--- src/rtl/gen3_lfsr_keystream.sv ---
// -----------------------------------------------------------------------------
// gen3_lfsr_keystream
//
// Per-lane 128b/130b scrambler keystream generator. The LFSR is a 23-bit
// Galois LFSR with polynomial x^23+x^21+x^16+x^8+x^5+x^2+1. Each cycle it
// produces up to four keystream bytes, one per symbol of a 4-symbol beat. The
// bytes are registered and consumed one cycle later by the data scrambler.
//
// Bytes whose advance bit is clear (SKP symbols) take no keystream. Those
// bytes output 8'h00, and the running state passes through them unchanged.
// Enabled bytes therefore see a contiguous keystream, even when SKP bytes are
// interleaved.
//
// Parameters
//   LANE_NUM              physical lane number; the seed is chosen by LANE_NUM%8
//
// Ports
//   clk_i                 clock
//   rst_n_i               asynchronous active-low reset (loads the lane seed)
//   valid_i               a 4-symbol beat is present this cycle
//   advance_en_i[3:0]     per-byte keystream consume (1 = take 8 bits)
//   seed_load_i           reseed after this cycle's beat (EIEOS end)
//   lfsr1..4_scramble_value  registered keystream for bytes 0..3
//   valid_o               keystream outputs valid (valid_i delayed 1 cycle)
//   lfsr_state_o          current LFSR state (used by the next beat)
// -----------------------------------------------------------------------------
module gen3_lfsr_keystream #(
  parameter int LANE_NUM = 0
) (
  input  logic        clk_i,
  input  logic        rst_n_i,
  input  logic        valid_i,
  input  logic [3:0]  advance_en_i,
  input  logic        seed_load_i,
  output logic [7:0]  lfsr1_scramble_value,
  output logic [7:0]  lfsr2_scramble_value,
  output logic [7:0]  lfsr3_scramble_value,
  output logic [7:0]  lfsr4_scramble_value,
  output logic        valid_o,
  output logic [22:0] lfsr_state_o
);

  // ---------------------------------------------------------------------------
  // Lane seed table
  // ---------------------------------------------------------------------------
  function automatic logic [22:0] lane_seed(input int lane);
    logic [22:0] seed;
    case (lane % 8)
      0:       seed = 23'h1DBFBC;
      1:       seed = 23'h0607BB;
      2:       seed = 23'h1EC760;
      3:       seed = 23'h18C0DB;
      4:       seed = 23'h010F12;
      5:       seed = 23'h19CFC9;
      6:       seed = 23'h0277CE;
      default: seed = 23'h1BB807;
    endcase
    return seed;
  endfunction

  localparam logic [22:0] SEED = lane_seed(LANE_NUM);

  // ---------------------------------------------------------------------------
  // Single LFSR bit step (Galois form). The MSB is fed back into bit 0 and
  // XORed into each tap position as the register shifts up.
  // ---------------------------------------------------------------------------
  function automatic logic [22:0] bit_step(input logic [22:0] s);
    logic [22:0] n;
    n[0] = s[22];
    for (int i = 1; i < 23; i++) begin
      if (i == 2 || i == 5 || i == 8 || i == 16 || i == 21) begin
        n[i] = s[i-1] ^ s[22];
      end else begin
        n[i] = s[i-1];
      end
    end
    return n;
  endfunction

  // ---------------------------------------------------------------------------
  // Byte step: eight bit steps. The first output bit lands in bit 0 of the
  // keystream byte (LSB first). Returns {keystream_byte, next_state}.
  // ---------------------------------------------------------------------------
  function automatic logic [30:0] byte_step(input logic [22:0] s);
    logic [22:0] st;
    logic [7:0]  k;
    st = s;
    k  = 8'h00;
    for (int b = 0; b < 8; b++) begin
      k[b] = st[22];
      st   = bit_step(st);
    end
    return {k, st};
  endfunction

  // ---------------------------------------------------------------------------
  // State and output registers
  // ---------------------------------------------------------------------------
  logic [22:0]      r_state;
  logic [3:0][7:0]  r_key;
  logic             r_valid;

  // ---------------------------------------------------------------------------
  // Combinational keystream chain: four byte steps in series. A disabled byte
  // bypasses its step, so the next enabled byte continues from the same point.
  // ---------------------------------------------------------------------------
  logic [3:0][7:0]  w_key;
  logic [22:0]      w_next_state;

  always_comb begin
    logic [22:0] run;
    logic [30:0] step;
    run   = r_state;
    step  = '0;
    w_key = '0;
    for (int n = 0; n < 4; n++) begin
      step = byte_step(run);
      if (advance_en_i[n]) begin
        w_key[n] = step[30:23];
        run      = step[22:0];
      end else begin
        w_key[n] = 8'h00;
      end
    end
    w_next_state = run;
  end

  // ---------------------------------------------------------------------------
  // Sequential update. The seed load wins over the beat's advance. The beat in
  // the same cycle is still output, and it uses the pre-load state.
  // ---------------------------------------------------------------------------
  always_ff @(posedge clk_i or negedge rst_n_i) begin
    if (!rst_n_i) begin
      r_state <= SEED;
      r_key   <= '0;
      r_valid <= 1'b0;
    end else begin
      r_valid <= valid_i;
      r_key   <= valid_i ? w_key : '0;
      if (seed_load_i) begin
        r_state <= SEED;
      end else if (valid_i) begin
        r_state <= w_next_state;
      end
    end
  end

  // ---------------------------------------------------------------------------
  // Output mapping
  // ---------------------------------------------------------------------------
  assign lfsr1_scramble_value = r_key[0];
  assign lfsr2_scramble_value = r_key[1];
  assign lfsr3_scramble_value = r_key[2];
  assign lfsr4_scramble_value = r_key[3];
  assign valid_o              = r_valid;
  assign lfsr_state_o         = r_state;

endmodule

--- config.mk ---
export PLATFORM = sky130hd
export DESIGN_NAME = gen3_lfsr_keystream
export DESIGN_NICKNAME = d
export VERILOG_FILES = /design/src/rtl/gen3_lfsr_keystream.sv
export SDC_FILE = /design/constraint.sdc
export NUM_CORES = 1
export LEC_CHECK = 0
export ABC_AREA = 1
export CAP_MARGIN = 20
export CORE_ASPECT_RATIO = 1.5
export CORE_MARGIN = 5
export CORE_UTILIZATION = 50
export CTS_CLUSTER_SIZE = 12
export DETAILED_ROUTE_END_ITERATION = 16
export HOLD_SLACK_MARGIN = 0.06
export PLACE_DENSITY_LB_ADDON = 0.12
export SETUP_SLACK_MARGIN = 0.02
export SYNTH_ARGS = -nofsm -noshare
export SYNTH_HDL_FRONTEND = slang
export SYNTH_SLANG_ARGS = --single-unit
--- constraint.sdc ---
create_clock -name clk_i -period 4.15 [get_ports clk_i]
set_clock_uncertainty 0.2 [all_clocks]
set_input_delay 1.0375 -clock clk_i [delete_from_list [all_inputs] [get_ports clk_i]]
set_output_delay 1.0375 -clock clk_i [all_outputs]
set_load 0.01 [all_outputs]
==> impl_results.md <==
* Synth unique cells at 44
* Post-synth top cells: 218 x nand2_1, 107 x nand3_1, 65 x inv_1
* CTS tree: done
* Setup crit end kind: flip-flop
* Hold Path Class: flip-flop to flip-flop
* Slew @ Worst Pin at between 800 and 900 ps
* Max incr delay on CP at about 620 ps
* Die Width at around 93 µm
* Yosys reg bits at 56
* Die Y at 134.8 µm
* Syn_area_per_cell at between 6 and 7 µm²
* Vias at roughly 6100
* Largest net degree at the start of global routing at 34
* Fill count at 752
* Final hold vios at 0
* Area growth, synth to finish at 50.24%
* WP data arrival at 4010 ps
* Clock sink total at 56
* Final net count at between 900 and 1000
* Setup CP Type: flip-flop to flip-flop
* Total core area at about 0.010 mm²
* Mapped Area at ~0.0052 mm²
* DP HPWL at around 14000 µm
* Most numerous cell in the Yosys netlist: nand2_1
* FMAX at roughly 250 MHz
* Fin Setup TNS at 0 ps
* Vias in the first global route at 5598
* Slowest CP cell: dfstp_2
* DRT Pass-1 Iters at 5
* Synth Net Count at between 700 and 800
* GPL Wtd Cong at 0.9815
* Diodes inserted at 0
* Initial core utilization at 51.21%
* First-pass GRT wire length at ~28000 µm
* Tcrit/Tclk final at 96.81%
* Most common cell on crit path: nand2_1
* CP Max Fanout at 6
* Data required, critical path at 4140 ps
* Crit path launch type: flip-flop
* Max Root-Sink Buffers at 2
* Gate Count Post-Synth at ~760
* Ports at 64
* Total track usage at between 20% and 30%
* Worst-path clk slew at around 80 ps
* Yosys synthesis warning count at 0
* Relative slew margins at 43.86%
* Number of core rows at between 40 and 50
* Final instance area at about 0.008 mm²
* Total Wirelength at roughly 19000 µm
* Asr flop ratio synth at 100.0%
* Synth Flop Type: dfrtp_1
* DRT antenna net count at 0
* Total CTS buffers at 5
* Final setup vio count at 0
* Post-synth EDFFs at 0
* Worst-Skew Late Latency at 300 ps
* Synth area leaders: dfrtp_1 19%, nand2_1 16%, nand3_1 10%, dfstp_2 8.1%, xor2_1 5.2%
* Residual DRC at 0
* Slew Viols, Final at 0
* Die area at approximately 0.013 mm²
* Placed instance area at between 0.006 and 0.007 mm²
* Hold buffer count at CTS at 0
* Total gr overflow at 0
* H-tree level count at 2
* Register area share after synthesis at between 20% and 30%
* DR WL/cell at ~17 µm
* DR iter-0 viols at between 400 and 500
* Post-synth top area share at between 10% and 20%
* Routed via count divided by cell count at roughly 5.6
* Outcome: complete, no violations
* Root buffer cell: clkbuf_16
* IO buf count at 63
* Crit path time final at 4018 ps
* MaxCap Viol Count at 0
* Finished Core Util at 76.94%
* Post-synth top area cell: dfrtp_1
* Share of cells above drive strength 1 at 37.20%
* Antenna violations before repair at 0
[registers in the layout, indices dropped and copies added (netlist names)]
name                  count
lfsr1_scramble_value      8
lfsr2_scramble_value      8
valid_o                   1
lfsr4_scramble_value      8
lfsr_state_o             23
lfsr3_scramble_value      8
[metal layers]
layer	vias up	wire (µm)	GRT usage (%)	share of wire (%)
met1	2867	6853	32.59	36
li1	2863	-	-	-
met5	-	0	0	0
met2	241	9517	49.94	50
met3	85	1131	3.066	6.0
met4	0	1393	17.28	7.4
[layout make-up]
| class | count | area (µm²) | share of cell area, % |
|---|---|---|---|
| clock inverters | 2 | 38.79 | 0.4974 |
| well taps | 117 | 146.4 | 1.877 |
| repair buffers | 216 | 1815 | 23.28 |
| clock buffers | 6 | 128.9 | 1.653 |
| multi-input cells | 604 | 3934 | 50.45 |
| flip-flops and latches | 56 | 1423 | 18.24 |
| inverters | 81 | 311.5 | 3.996 |
[logic make-up (layout without fill, tap and decap cells)]
family | count (synthesis) | count (layout) | synth area share, %
AO/OA/AOI/OAI | 80 | 80 | 9.282
XOR/XNOR | 54 | 54 | 9.402
buffers and inverters | 104 | 305 | 7.883
flip-flops | 56 | 56 | 27.39
AND/OR/NAND/NOR | 470 | 470 | 46.05
[critical path, delay by kind of cell, from the launching register on]
family	cells	cell delay (ps)
simple gates	27	2490
flops	1	620
compound gates	1	260
buf+inv	3	350
[path summary, 6_finish.rpt]
| check | startpoint | to | slack [ps] | cells after the start |
|---|---|---|---|---|
| worst min-delay path | lfsr_state_o[4] | lfsr_state_o[4] | 340 | 2 |
| worst max register to register | lfsr_state_o[20] | lfsr_state_o[22] | 130 | 31 |
| max in group asynchronous | rst_n_i | lfsr_state_o[5] | 2280 | 2 |
| min in group asynchronous | rst_n_i | lfsr2_scramble_value[5] | 580 | 1 |
| worst min register to register | lfsr_state_o[4] | lfsr_state_o[4] | 340 | 2 |
| worst max-delay path | lfsr_state_o[20] | lfsr_state_o[22] | 130 | 31 |
[placed cells by master, fill, tap and decap left out, types with 4 or more instances in the layout]
| cell type | Yosys | final |
|---|---|---|
| nand2_1 | 218 | 188 |
| buf_4 | 2 | 147 |
| nand3_1 | 107 | 77 |
| clkdlybuf4s50_1 | 0 | 61 |
| inv_1 | 65 | 60 |
| nor2_1 | 56 | 54 |
| nand2_2 | 34 | 48 |
| dfrtp_1 | 40 | 39 |
| o21ai_0 | 38 | 31 |
| nand2_4 | 17 | 30 |
| nand3_2 | 15 | 30 |
| xor2_1 | 31 | 27 |
| nand3_4 | 9 | 24 |
| xnor2_1 | 21 | 21 |
| inv_2 | 14 | 17 |
| dfstp_2 | 16 | 16 |
| o21ai_1 | 5 | 10 |
| a21oi_1 | 10 | 9 |
| a31oi_1 | 8 | 8 |
| o211ai_1 | 6 | 6 |
| clkbuf_16 | 0 | 5 |
| or2_2 | 4 | 4 |
[timing repair]
| item | in CTS | in global routing |
|---|---|---|
| gates cloned | 1 | 0 |
| setup endpoints to repair | 27 | 22 |
| setup buffers | 4 | 26 |
| pin swaps | 6 | 35 |
| resized for setup | 31 | 103 |
[metrics by stage]
step | cells | hold WS, ps | setup slack [ps]
CTS | 1056 | 345.4 | 29.09
global placement | 1043 | 330.4 | -587.9
global route | 1082 | 378.4 | -101.7
detailed placement | 1043 | 334.3 | -673.6
floorplan | 764 | 302.2 | 276.6
finish | 1082 | 344.8 | 132.5
Power is left out: the tool's default activity adds up to more than one toggle a clock period on the data nets, which glitch-free logic cannot reach.
